<file path="src/rtl/cp0_excpt_pkg.sv">
`default_nettype none
// ============================================================================
//  Module      : cp0_excpt_pkg
//  Description : CP0 register numbers, exception encodings and field positions
//  Revision    : 1.0 - initial release
// ============================================================================
package cp0_excpt_pkg;

    localparam logic [4:0] c_cp0_count   = 5'd9;
    localparam logic [4:0] c_cp0_compare = 5'd11;
    localparam logic [4:0] c_cp0_status  = 5'd12;
    localparam logic [4:0] c_cp0_cause   = 5'd13;
    localparam logic [4:0] c_cp0_epc     = 5'd14;

    localparam logic [31:0] c_exc_none    = 32'h0000_0000;
    localparam logic [31:0] c_exc_timer   = 32'h0000_0004;
    localparam logic [31:0] c_exc_syscall = 32'h0000_0100;
    localparam logic [31:0] c_exc_eret    = 32'h0000_0200;

    localparam logic [4:0] c_exccode_int = 5'd0;
    localparam logic [4:0] c_exccode_sys = 5'd8;

    localparam int c_status_ie     = 0;
    localparam int c_status_exl    = 1;
    localparam int c_cause_ip7     = 15;
    localparam int c_cause_exc_lsb = 2;
    localparam int c_excpt_syscall = 8;
    localparam int c_excpt_eret    = 9;

    function automatic logic [31:0] cause_word(input logic ip7, input logic [4:0] code);
        logic [31:0] w;
        w = '0;
        w[c_cause_ip7] = ip7;
        w[c_cause_exc_lsb +: 5] = code;
        return w;
    endfunction

    function automatic logic [31:0] status_word(input logic ie, input logic exl);
        logic [31:0] w;
        w = '0;
        w[c_status_ie]  = ie;
        w[c_status_exl] = exl;
        return w;
    endfunction

endpackage
`default_nettype wire

</file>
<file path="src/rtl/cp0_excpt_timer.sv">
`default_nettype none
// ============================================================================
//  Module      : cp0_timer
//  Description : Prescaled Count, Compare and the IP7 timer-pending flag
//  Revision    : 1.0 - initial release
// ============================================================================
module cp0_timer #(
    parameter int unsigned COUNT_DIV = 1
) (
    input  logic        clk,
    input  logic        rst,
    input  logic        count_we_i,
    input  logic        compare_we_i,
    input  logic [31:0] wdata_i,
    output logic [31:0] count_o,
    output logic [31:0] compare_o,
    output logic        ip7_o
);
    localparam logic [7:0] c_div_last = 8'(COUNT_DIV - 1);

    logic [7:0]  r_presc;
    logic [31:0] r_count;
    logic [31:0] r_compare;
    logic        r_ip7;
    logic        w_match;

    assign w_match = (r_count == r_compare) && (r_compare != 32'd0);

    always_ff @(posedge clk or negedge rst) begin
        if (!rst) begin
            r_presc   <= 8'd0;
            r_count   <= 32'd0;
            r_compare <= 32'd0;
            r_ip7     <= 1'b0;
        end else begin
            // A Count load also restarts the prescaler phase.
            if (count_we_i) begin
                r_count <= wdata_i;
                r_presc <= 8'd0;
            end else if (r_presc == c_div_last) begin
                r_count <= r_count + 32'd1;
                r_presc <= 8'd0;
            end else begin
                r_presc <= r_presc + 8'd1;
            end

            if (compare_we_i) begin
                r_compare <= wdata_i;
                r_ip7     <= 1'b0;
            end else if (w_match) begin
                r_ip7 <= 1'b1;
            end
        end
    end

    assign count_o   = r_count;
    assign compare_o = r_compare;
    assign ip7_o     = r_ip7;

endmodule
`default_nettype wire

</file>
<file path="src/rtl/cp0_excpt.sv">
`default_nettype none
// ============================================================================
//  Module      : cp0_excpt
//  Description : MEM-stage CP0 registers, timer interrupt and exception encode
//  Revision    : 1.0 - initial release
// ============================================================================
module cp0_excpt
    import cp0_excpt_pkg::*;
#(
    parameter int unsigned COUNT_DIV  = 1,
    parameter logic [31:0] STATUS_RST = 32'h0000_0000
) (
    input  logic        clk,
    input  logic        rst,
    input  logic [31:0] excpt_i,
    input  logic        inst_valid_i,
    input  logic [31:0] pc_i,
    input  logic        we_i,
    input  logic [4:0]  waddr_i,
    input  logic [31:0] wdata_i,
    input  logic [4:0]  raddr_i,
    output logic [31:0] rdata_o,
    output logic [31:0] excptype_o,
    output logic [31:0] epc_o,
    output logic        timer_int_o
);
    logic        r_ie;
    logic        r_exl;
    logic [4:0]  r_exccode;
    logic [31:0] r_epc;

    logic [31:0] w_count;
    logic [31:0] w_compare;
    logic        w_ip7;
    logic        w_timer_int;
    logic        w_take;
    logic        w_wr;
    logic [31:0] w_excptype;
    logic [31:0] w_rdata;
    logic        w_unused_excpt;

    assign w_unused_excpt = ^{excpt_i[31:10], excpt_i[7:0]};

    assign w_timer_int = inst_valid_i & r_ie & ~r_exl & w_ip7;

    always_comb begin
        w_excptype = c_exc_none;
        if (!rst || !inst_valid_i)
            w_excptype = c_exc_none;
        else if (w_timer_int)
            w_excptype = c_exc_timer;
        else if (excpt_i[c_excpt_syscall])
            w_excptype = c_exc_syscall;
        else if (excpt_i[c_excpt_eret])
            w_excptype = c_exc_eret;
    end

    // The faulting instruction is flushed, so its own mtc0 must not land.
    assign w_take = (w_excptype == c_exc_timer) || (w_excptype == c_exc_syscall);
    assign w_wr   = we_i & ~w_take;

    cp0_timer #(
        .COUNT_DIV (COUNT_DIV)
    ) u_timer (
        .clk          (clk),
        .rst          (rst),
        .count_we_i   (w_wr && (waddr_i == c_cp0_count)),
        .compare_we_i (w_wr && (waddr_i == c_cp0_compare)),
        .wdata_i      (wdata_i),
        .count_o      (w_count),
        .compare_o    (w_compare),
        .ip7_o        (w_ip7)
    );

    always_ff @(posedge clk or negedge rst) begin
        if (!rst) begin
            r_ie      <= STATUS_RST[c_status_ie];
            r_exl     <= STATUS_RST[c_status_exl];
            r_exccode <= c_exccode_int;
            r_epc     <= 32'd0;
        end else if (w_take) begin
            r_epc     <= pc_i;
            r_exl     <= 1'b1;
            r_exccode <= (w_excptype == c_exc_timer) ? c_exccode_int : c_exccode_sys;
        end else begin
            if (w_wr && (waddr_i == c_cp0_status)) begin
                r_ie  <= wdata_i[c_status_ie];
                r_exl <= wdata_i[c_status_exl];
            end
            if (w_wr && (waddr_i == c_cp0_epc))
                r_epc <= wdata_i;
            // Eret leaving exception level overrides a same-cycle Status write.
            if (w_excptype == c_exc_eret)
                r_exl <= 1'b0;
        end
    end

    always_comb begin
        w_rdata = 32'd0;
        case (raddr_i)
            c_cp0_count:   w_rdata = w_count;
            c_cp0_compare: w_rdata = w_compare;
            c_cp0_status:  w_rdata = status_word(r_ie, r_exl);
            c_cp0_cause:   w_rdata = cause_word(w_ip7, r_exccode);
            c_cp0_epc:     w_rdata = r_epc;
            default:       w_rdata = 32'd0;
        endcase
    end

    assign rdata_o     = w_rdata;
    assign excptype_o  = w_excptype;
    assign epc_o       = r_epc;
    assign timer_int_o = w_ip7;

endmodule
`default_nettype wire

</file>
<file path="config.mk">
export PLATFORM = sky130hd
export DESIGN_NAME = cp0_excpt
export DESIGN_NICKNAME = d
export VERILOG_FILES = /design/src/rtl/cp0_excpt_pkg.sv /design/src/rtl/cp0_excpt_timer.sv /design/src/rtl/cp0_excpt.sv
export SDC_FILE = /design/constraint.sdc
export NUM_CORES = 1
export LEC_CHECK = 0
export CORE_UTILIZATION = 45
export DETAILED_ROUTE_END_ITERATION = 6
export PLACE_DENSITY = 0.83
export SYNTH_ARGS = -nofsm -noshare
export SYNTH_HDL_FRONTEND = slang
export SYNTH_SLANG_ARGS = --single-unit
</file>
<file path="constraint.sdc">
create_clock -name clk -period 3.5 [get_ports clk]
set_input_delay 0.525 -clock clk [delete_from_list [all_inputs] [get_ports clk]]
set_output_delay 0.525 -clock clk [all_outputs]
set_load 0.02 [all_outputs]
</file>
==> flow_metrics.env, run 1 <==
export IMPL_grt_util_met2=0.387
export IMPL_grt_busiest_layer="met2"
export IMPL_post_cts_buffers=0
export IMPL_fin_hold_ws_ns=0.285
export IMPL_area_growth_pct=27.6
export IMPL_switching_share=0.343
export IMPL_syn_avg_cell_area_um2=9.46
export IMPL_antenna_left=0
export IMPL_hp_class="input pin to asynchronous set/reset pin"
export IMPL_worst_setup_path_end_kind="primary output"
export IMPL_ios=207
export IMPL_fmax_mhz=334
export IMPL_syn_area_mm2=0.00650
export IMPL_synth_simple_gate_area_share=0.180
export IMPL_hold_viol_final=0
export IMPL_synth_seq_area_share=0.416
export IMPL_dr_total_vias=5355
export IMPL_grt_pass1_vias=5221
export IMPL_die_h_um=122
export IMPL_path_max_fanout=32
export IMPL_syn_inst=687
export IMPL_p_int_w=0.00260
export IMPL_drive_gt1_frac=0.0941
export IMPL_synth_fa_ha_area_frac=0.00578
export IMPL_synth_seq_cells=108
export IMPL_synth_compound_area_frac=0.0816
export IMPL_grtUsageTotal=0.243
export IMPL_cpMostUsedCell="clkdlybuf4s50_1"
export IMPL_hpwl_um=12300
export IMPL_fin_crit_sh=0.855
export IMPL_yosys_warnings=0
export IMPL_synth_top_family_by_area="simple AND/OR/NAND/NOR gates"
export IMPL_rows=43
export IMPL_power_frac_comb=0.274
export IMPL_drc_errors=0
export IMPL_grt_max_degree=60
export IMPL_slowest_stage="clkdlybuf4s50_1"
export IMPL_setup_violations=0
export IMPL_status="complete, no violations"
export IMPL_final_max_slew_viol_count=0
export IMPL_synth_cell_types=42
export IMPL_path_class="input pin to primary output"
export IMPL_grt_overflow_total=0
export IMPL_diodes=0
export IMPL_slew_headroom=0.391
export IMPL_cp_cell_sequence="clkdlybuf4s50_1 > nor2b_1 > nand3b_1 > buf_4 > nor2_1 > a221o_1 > clkdlybuf4s50_1"
export IMPL_cp_arrival_ns=2.47
export IMPL_max_clock_path_buffers=2
export IMPL_power_frac_seq=0.471
export IMPL_gp_congestion=0.927
export IMPL_power_density_mw_per_mm2=478
export IMPL_rsz0062_at_grt="no"
export IMPL_dieArea_mm2=0.0149
export IMPL_die_w_um=122
export IMPL_nets=926
export IMPL_leakage_nw=3.39
export IMPL_drv_cap=0
export IMPL_drt_iter0_drc=328
export IMPL_cts_htree_levels=3
export IMPL_numCtsBuffers=9
export IMPL_tns_ns=0
export IMPL_wl_um=17300
export IMPL_met1_usage=0.329
export IMPL_final_common_cell="clkdlybuf4s50_1"
export IMPL_layout_common_cells="clkdlybuf4s50_1 (145), dfrtp_1 (108), nand2_1 (75), mux2i_1 (65), nor2_1 (56)"
export IMPL_p_sw_w=0.00136
export IMPL_skew_ns=0.00771
export IMPL_viasPerCell=5.37
export IMPL_pwr_share_clk=0.256
export IMPL_required_ns=2.97
export IMPL_tightest_slew_ns=0.914
export IMPL_cts_root_buf="clkbuf_16"
export IMPL_period_needed_ns=2.99
export IMPL_wl_per_cell_um=17.3
export IMPL_synth_mux_area_frac=0.157
export IMPL_grt_pass1_wl_um=27400
export IMPL_max_stage_delay_ns=0.56
export IMPL_cp_start_kind="input pin"
export IMPL_nFillCells=1209
export IMPL_holdBufCountCts=0
export IMPL_cts_num_sinks=108
export IMPL_cts_tree="yes"
export IMPL_path_clk_slew_ns=0.07
export IMPL_portBuffers=147
export IMPL_cts_resized=0
export IMPL_start_util=0.465
export IMPL_drt_first_pass_iters=7
export IMPL_ir_drop_mv=0.276
export IMPL_grt_use_met3=0.0421
export IMPL_synth_xor_area_share=0.0930
export IMPL_insertion_delay_ns=0.36
export IMPL_core_area_mm2=0.0140
export IMPL_antenna_found_initial=0
[synth_stat cells (all sizes together)]
| cell type | count | area [µm²] |
|---|---|---|
| nor3 | 17 | 105 |
| ha | 3 | 37.5 |
| and3 | 7 | 43.8 |
| nand4b | 1 | 8.76 |
| conb | 1 | 3.75 |
| and4 | 6 | 53.8 |
| nand2 | 75 | 282 |
| xor2 | 41 | 359 |
| nor2 | 58 | 218 |
| inv | 8 | 30.0 |
| or4 | 1 | 11.3 |
| mux2i | 65 | 651 |
| a31oi | 1 | 6.26 |
| clkbuf | 29 | 109 |
| a21oi | 34 | 170 |
| nor2b | 6 | 37.5 |
| buf | 43 | 290 |
| nand3b | 3 | 22.5 |
| o21a | 1 | 7.51 |
| nand3 | 13 | 65.1 |
| a21o | 1 | 7.51 |
| nand4 | 15 | 109 |
| xnor2 | 28 | 245 |
| mux2 | 33 | 372 |
| nor4b | 2 | 32.5 |
| a221o | 4 | 40.0 |
| or2 | 1 | 6.26 |
| o21ai | 59 | 299 |
| and2 | 3 | 18.8 |
| nor4 | 19 | 149 |
| nand2b | 1 | 6.26 |
| dfrtp | 108 | 2700 |
[through the flow]
stage / worst slack, ns / cells / util / area, µm² / power (W)
after CTS: 0.519 / 998 / 0.593 / 8290 / 0.00398
after global placement: 0.561 / 982 / 0.572 / 8010 / 0.00292
final: 0.507 / 998 / 0.593 / 8290 / 0.00397
after floorplan: 1.09 / 715 / - / 6600 / 0.00248
after detailed placement: 0.522 / 982 / 0.572 / 8010 / 0.00295
after global routing: 0.382 / 998 / 0.593 / 8290 / 0.00416
[sequential cells by signal (all words and copies together), names as in the netlist]
register	flops
r_ie	1
r_exccode	1
r_exl	1
u_timer.r_presc	8
u_timer.ip7_o	1
u_timer.compare_o	32
u_timer.count_o	32
epc_o	32
[worst max-delay path, delay by kind of cell]
kind / cells / cell delay, ns
AO/OA/AOI/OAI: 1 / 0.27
AND/OR/NAND/NOR: 3 / 0.26
buffers and inverters: 3 / 1.41
[path summary, 6_finish.rpt]
check,slack (ns),cells after the start,from,end
worst max-delay path,0.51,7,raddr_i[4],rdata_o[0]
worst min-delay path,0.28,2,rst,epc_o[5]$_DFFE_PN0P_
worst max register to register,0.95,5,u_timer.ip7_o$_DFFE_PN0P_,u_timer.compare_o[14]$_DFFE_PN0P_
worst min register to register,0.53,2,r_exccode[3]$_DFFE_PN0P_,r_exccode[3]$_DFFE_PN0P_
max in group asynchronous,1.97,3,rst,u_timer.count_o[23]$_DFFE_PN0P_
min in group clk,0.53,2,r_exccode[3]$_DFFE_PN0P_,r_exccode[3]$_DFFE_PN0P_
[cell type report]
type                       instances  area (µm²)  area share
clock inverter                     6        55.1     0.00664
sequential                       108        2700       0.326
clock buffer                      10         229      0.0276
inverter                           8        30.0     0.00362
timing repair buffer             159        1570       0.189
tap                              180         225      0.0272
multi-input combinational        527        3480       0.420
[kinds of logic (layout without fill, tap and decap cells)]
group                    after synthesis  after routing
XOR/XNOR                              69             69
buffers and inverters                 80            183
other                                  1             29
multiplexers                          98             98
adder cells (fa/ha/maj)                3              3
AO/OA/AOI/OAI                        100            100
flip-flops                           108            108
AND/OR/NAND/NOR                      228            228
[metal layers]
metal	wire, µm	up-vias
met1	7750	2531
li1	-	2583
met2	8090	214
met4	312	0
met5	0	-
met3	1130	27
[power groups by stage]
stage,registers (W),logic (W),clock network [W]
final,0.00187,0.00108,0.00101
after global routing,0.00190,0.00119,0.00108
after CTS,0.00186,0.00109,0.00103
after detailed placement,0.00188,0.00108,0
after global placement,0.00187,0.00106,0
after floorplan,0.00181,0.000671,0
Power figures use the tool's default switching activity.
==> inputs of run 2 (changes only) <==
--- a/config.mk
+++ b/config.mk
@@ -8,6 +8,7 @@
 export CORE_UTILIZATION = 45
 export DETAILED_ROUTE_END_ITERATION = 6
 export PLACE_DENSITY = 0.83
+export SKIP_CTS_REPAIR_TIMING = 1
 export SYNTH_ARGS = -nofsm -noshare
 export SYNTH_HDL_FRONTEND = slang
 export SYNTH_SLANG_ARGS = --single-unit
==> results of run 2 <==
No change in the layout: final DEF, timing and power equal those of run 1.
==> RTL edit 1, RTL diff (flow settings as in run 1) <==
Change the package constant `c_cause_exc_lsb` from 2 to 4.
--- a/src/rtl/cp0_excpt_pkg.sv
+++ b/src/rtl/cp0_excpt_pkg.sv
@@ -25,3 +25,3 @@
     localparam int c_cause_ip7     = 15;
-    localparam int c_cause_exc_lsb = 2;
+    localparam int c_cause_exc_lsb = 4;
     localparam int c_excpt_syscall = 8;
Behaviour: not the same (Yosys sat finds a counterexample within 4 cycles, from zero or initial values and one cycle with rst low).
==> RTL edit 1 against run 1 <==
- routed wire length grew 0.68%
- synthesized cell count is 2.2% higher
- synthesized area shrank 0.77%
- setup slack worse by 0.35 ns
- largest power group unchanged
- cell area is 0.53% lower
- highest routed layer unchanged
- global-route usage rose by 0.29 points
- sequential cell count unchanged
- largest cell class unchanged
- power decreased by 2.4%
==> RTL edit 1: results (changes against run 1) <==
* Routed WL at 17390 um (+0.68%)
* Signal buf overhead at 19.30% (+0.40 points)
* Crit Path Max Fanout at 14 (-56%)
* Complex-gate fraction of the synthesized area at 12.15% (+4.0 points)
* Vias in the first global route at 5343 (+2.3%)
* Largest cells by area after synthesis: dfrtp_1 (42%), xor2_1 (7.1%), mux2i_1 (6.2%)
* Routability cong. at 0.9371 (+1.1%)
* First-pass GRT wire length at 28030 um (+2.3%)
* Critical path's largest stage delay at 0.68 ns (+0.12 ns)
* Post-Synth Adder-Cell Area at 0.5821% (+0.0045 points)
* TritonCTS buffer count at 9 (unchanged)
* #MultiIn Comb at 541 (+2.7%)
* Post-Syn Area at 0.006449 mm2 (-0.77%)
* Clk slew on worst S/H paths at 0.07 ns (about the same)
* Clk power at 937 uW (-7%)
* Critical path arrival at 2.81 ns (+0.34 ns)
* Outcome: finished clean
* Relative slew margins at 29.46% (-9.6 points)
* PortBufs at 147 (unchanged)
* Synth top cells by count: dfrtp_1 (108), nand2_1 (103), nor2_1 (52), xor2_1 (52), o21ai_0 (45)
* DRT Pass-1 Iters at 5 (-2)
* Combinational power share at 27.0% (-0.4 points)
* Clock-cell share at 3.125% (-0.30 points)
* Sw Share at 34.60% (+0.26 points)
* Slowest stage cell, crit path: clkdlybuf4s50_1
* Netlist cell types at 41 (-2.4%)
* Root buf cell: clkbuf_16
* Fraction of area in multi-input gates at 41.76% (-0.25 points)
* Cells after synthesis at 702 (+2.2%)
* Layout cell share with drive strength beyond 1 at 8.444% (-0.97 points)
* Nets at 939 (+1.4%)
* Fillers at 1194 (-1.2%)
* Clock Sinks at 108 (unchanged)
* Post-DP HPWL at 12890 um (+5.1%)
* Clock Latency Late Sink at 0.35 ns
* Pleak at 0.003289 uW (-3.1%)
* Final Skew at 0.002533 ns (-0.005181 ns)
* Via count at 5465 (+2.1%)
* Max VDD drop at 0.2630 mV (-4.6%)
* Total track usage at 24.55% (+0.29 points)
* Non-clock buffer count at 159 (unchanged)
* Mux cell area share after synthesis at 11.97% (-3.8 points)
* Final std cells w/o fill at 1009 (+1.1%)
* Inverters at 7 (-1)
* Initial antenna violation count at 0 (unchanged)
* Iter 0 DRT Violations at 372 (+13%)
* Clkbuf count at 11 (+1)
* Synth Flop Type: dfrtp_1
* Largest net degree at the start of global routing at 67 (+12%)
* Post-Synth XOR/XNOR Area at 9.371% (+0.072 points)
* Register area share after synthesis at 41.91% (+0.32 points)
* Ys async rst share at 100.0% (unchanged)
[RTL edit 1: cell count changes in the layout (fill, tap and decap cells not counted), sizes merged, moves of 5 or more]
cell,delta
xnor2,-11
xor2,+11
mux2i,-25
a22o,+28
nand2,+28
nor3,-14
nor2,-5
[RTL edit 1: metrics by stage]
step	total power, uW	hold WS [ns]	utilization [%]	instance area [um2]	setup WS (ns)
after detailed placement	2945	0.4973	57.34	7990	0.1669
after CTS	3880	0.3408	59.19	8248	0.1659
after global routing	4067	0.3678	59.19	8248	0.01231
after floorplan	2459	0.2294	-	6554	1.038
final	3869	0.3113	59.19	8248	0.1602
after global placement	2907	0.4937	57.34	7990	0.2344
[RTL edit 1: path summary, 6_finish.rpt]
| path | start | cells after the start | endpoint | slack (ns) |
|---|---|---|---|---|
| max in group asynchronous | rst | 3 | u_timer.compare_o[25]$_DFFE_PN0P_ | 1.97 |
| worst min-delay path | rst | 2 | u_timer.r_presc[1]$_DFF_PN0_ | 0.31 |
| min in group clk | u_timer.r_presc[0]$_DFF_PN0_ | 1 | u_timer.r_presc[0]$_DFF_PN0_ | 0.51 |
| worst max-delay path | raddr_i[3] | 9 | rdata_o[8] | 0.16 |
| worst min register to register | u_timer.r_presc[0]$_DFF_PN0_ | 1 | u_timer.r_presc[0]$_DFF_PN0_ | 0.51 |
| worst max register to register | u_timer.r_presc[0]$_DFF_PN0_ | 8 | u_timer.count_o[26]$_DFFE_PN0P_ | 0.98 |
[RTL edit 1: metal layers]
metal	GRT usage, %	part of all wire [%]
met1	33.57	46
met2	39.28	47
met3	5.384	6.1
met4	6.481	1.3
met5	0	0
[RTL edit 1: critical path, delay by kind of cell]
kind            cells  cell delay (ns)
buf+inv             3             1.37
compound gates      2             0.30
simple gates        4             0.62
==> RTL edit 2, RTL diff (config.mk and constraints of run 1) <==
Without the edit above. Add an input register stage for `excpt_i`, without a reset; this delays it by one clock. The other inputs are not delayed to match.
--- a/src/rtl/cp0_excpt.sv
+++ b/src/rtl/cp0_excpt.sv
@@ -26,2 +26,9 @@
 );
+
+    logic [31:0] excpt_q;
+
+    always_ff @(posedge clk) begin
+        excpt_q <= excpt_i;
+    end
+
     logic        r_ie;
@@ -41,3 +48,3 @@
 
-    assign w_unused_excpt = ^{excpt_i[31:10], excpt_i[7:0]};
+    assign w_unused_excpt = ^{excpt_q[31:10], excpt_q[7:0]};
 
@@ -51,5 +58,5 @@
             w_excptype = c_exc_timer;
-        else if (excpt_i[c_excpt_syscall])
+        else if (excpt_q[c_excpt_syscall])
             w_excptype = c_exc_syscall;
-        else if (excpt_i[c_excpt_eret])
+        else if (excpt_q[c_excpt_eret])
             w_excptype = c_exc_eret;
Behaviour: not the same (Yosys sat finds a counterexample within 4 cycles, from zero or initial values and one cycle with rst low).
==> RTL edit 2 against run 1 <==
- cell area is 2.4% higher
- critical path depth stayed put
- setup slack worse by 0.29 ns
- synthesized area is 2.4% higher
- sequential cell count is 2 higher
- die area is 2.3% higher
- routed wire length is 2.2% higher
- utilization is 0.65 points lower
- power is 1.5% higher
- critical endpoint is now rdata_o[4]
- largest cell class unchanged
- highest routed layer unchanged
==> RTL edit 2: results (changes against run 1) <==
* Outcome: finished clean
* Netlist cell types at 48 (+14%)
* Post-Synth Adder-Cell Area at 0.5641% (-0.013 points)
* Final Skew at 0.008152 ns (+0.0004368 ns)
* Max VDD drop at 0.2662 mV (-3.4%)
* RR Startpoint: u_timer.r_presc[0]$_DFF_PN0_
* Total core area at 0.01448 mm2 (+3.5%)
* Layout cell share with drive strength beyond 1 at 10.39% (+0.98 points)
* Crit Path Max Fanout at 56 (+75%)
* DP Cell Count at 986 (+0.41%)
* Routability cong. at 0.8915 (-3.8%)
* Post-DP HPWL at 12790 um (+4.3%)
* Cell count of the worst reg-to-reg path at 8 (+3)
* Vias in the first global route at 5337 (+2.2%)
* Complex-gate fraction of the synthesized area at 9.139% (+0.98 points)
* Via count at 5552 (+3.7%)
* Relative slew margins at 41.96% (+2.9 points)
* Wire per inst at 17.61 um (+1.8%)
* DRT Pass-1 Iters at 4 (-3)
* Critical Path End: rdata_o[4]
* Routed WL at 17650 um (+2.2%)
* First-pass GRT wire length at 28370 um (+3.5%)
* Synth top cells by count: dfrtp_1 (108), nand2_1 (72), mux2i_1 (68), nor2_1 (51), xor2_1 (41)
* Worst Setup SP: raddr_i[3]
* Syn Area/Cell at 9.657 um2 (+2.1%)
* Critical path's largest stage delay at 0.67 ns (+0.11 ns)
* Setup slack at placement at 0.2728 ns (-0.2488 ns)
* RR Endpoint: u_timer.count_o[31]$_DFFE_PN0P_
* Register area share after synthesis at 41.22% (-0.37 points)
* Post-Synth XOR/XNOR Area at 9.082% (-0.22 points)
* Critical path arrival at 2.76 ns (+0.29 ns)
* Largest net degree at the start of global routing at 69 (+15%)
* Mux cell area share after synthesis at 15.81% (+0.085 points)
* Iter 0 DRT Violations at 381 (+16%)
* Ys async rst share at 98.18% (-1.8 points)
* Pleak at 0.003447 uW (+1.6%)
* Total track usage at 24.56% (+0.31 points)
[RTL edit 2: cell type report]
class                           instances  area, um2
Clock buffer                           11      252.7
Multi-Input combinational cell        522       3568
Tap cell                              184      230.2
Inverter                               10      37.54
Clock inverter                          5      57.56
Fill cell                            1278       5991
Sequential cell                       110       2743
Timing Repair Buffer                  160       1599
[RTL edit 2: power groups by stage]
stage                     Sequential (uW)  Clock, uW  Combinational [uW]
after detailed placement             1910          0                1040
after floorplan                      1840          0                 641
final                                1900       1080                1050
after global placement               1900          0                1020
after global routing                 1940       1130                1150
after CTS                            1890       1090                1050
[RTL edit 2: per-layer routing]
metal	vias up	GRT usage, %	part of all wire (%)
met5	-	0	0
met4	0	7.982	2.2
met3	31	5.678	5.3
met2	186	38.68	47
met1	2735	33.33	45
li1	2600	-	-
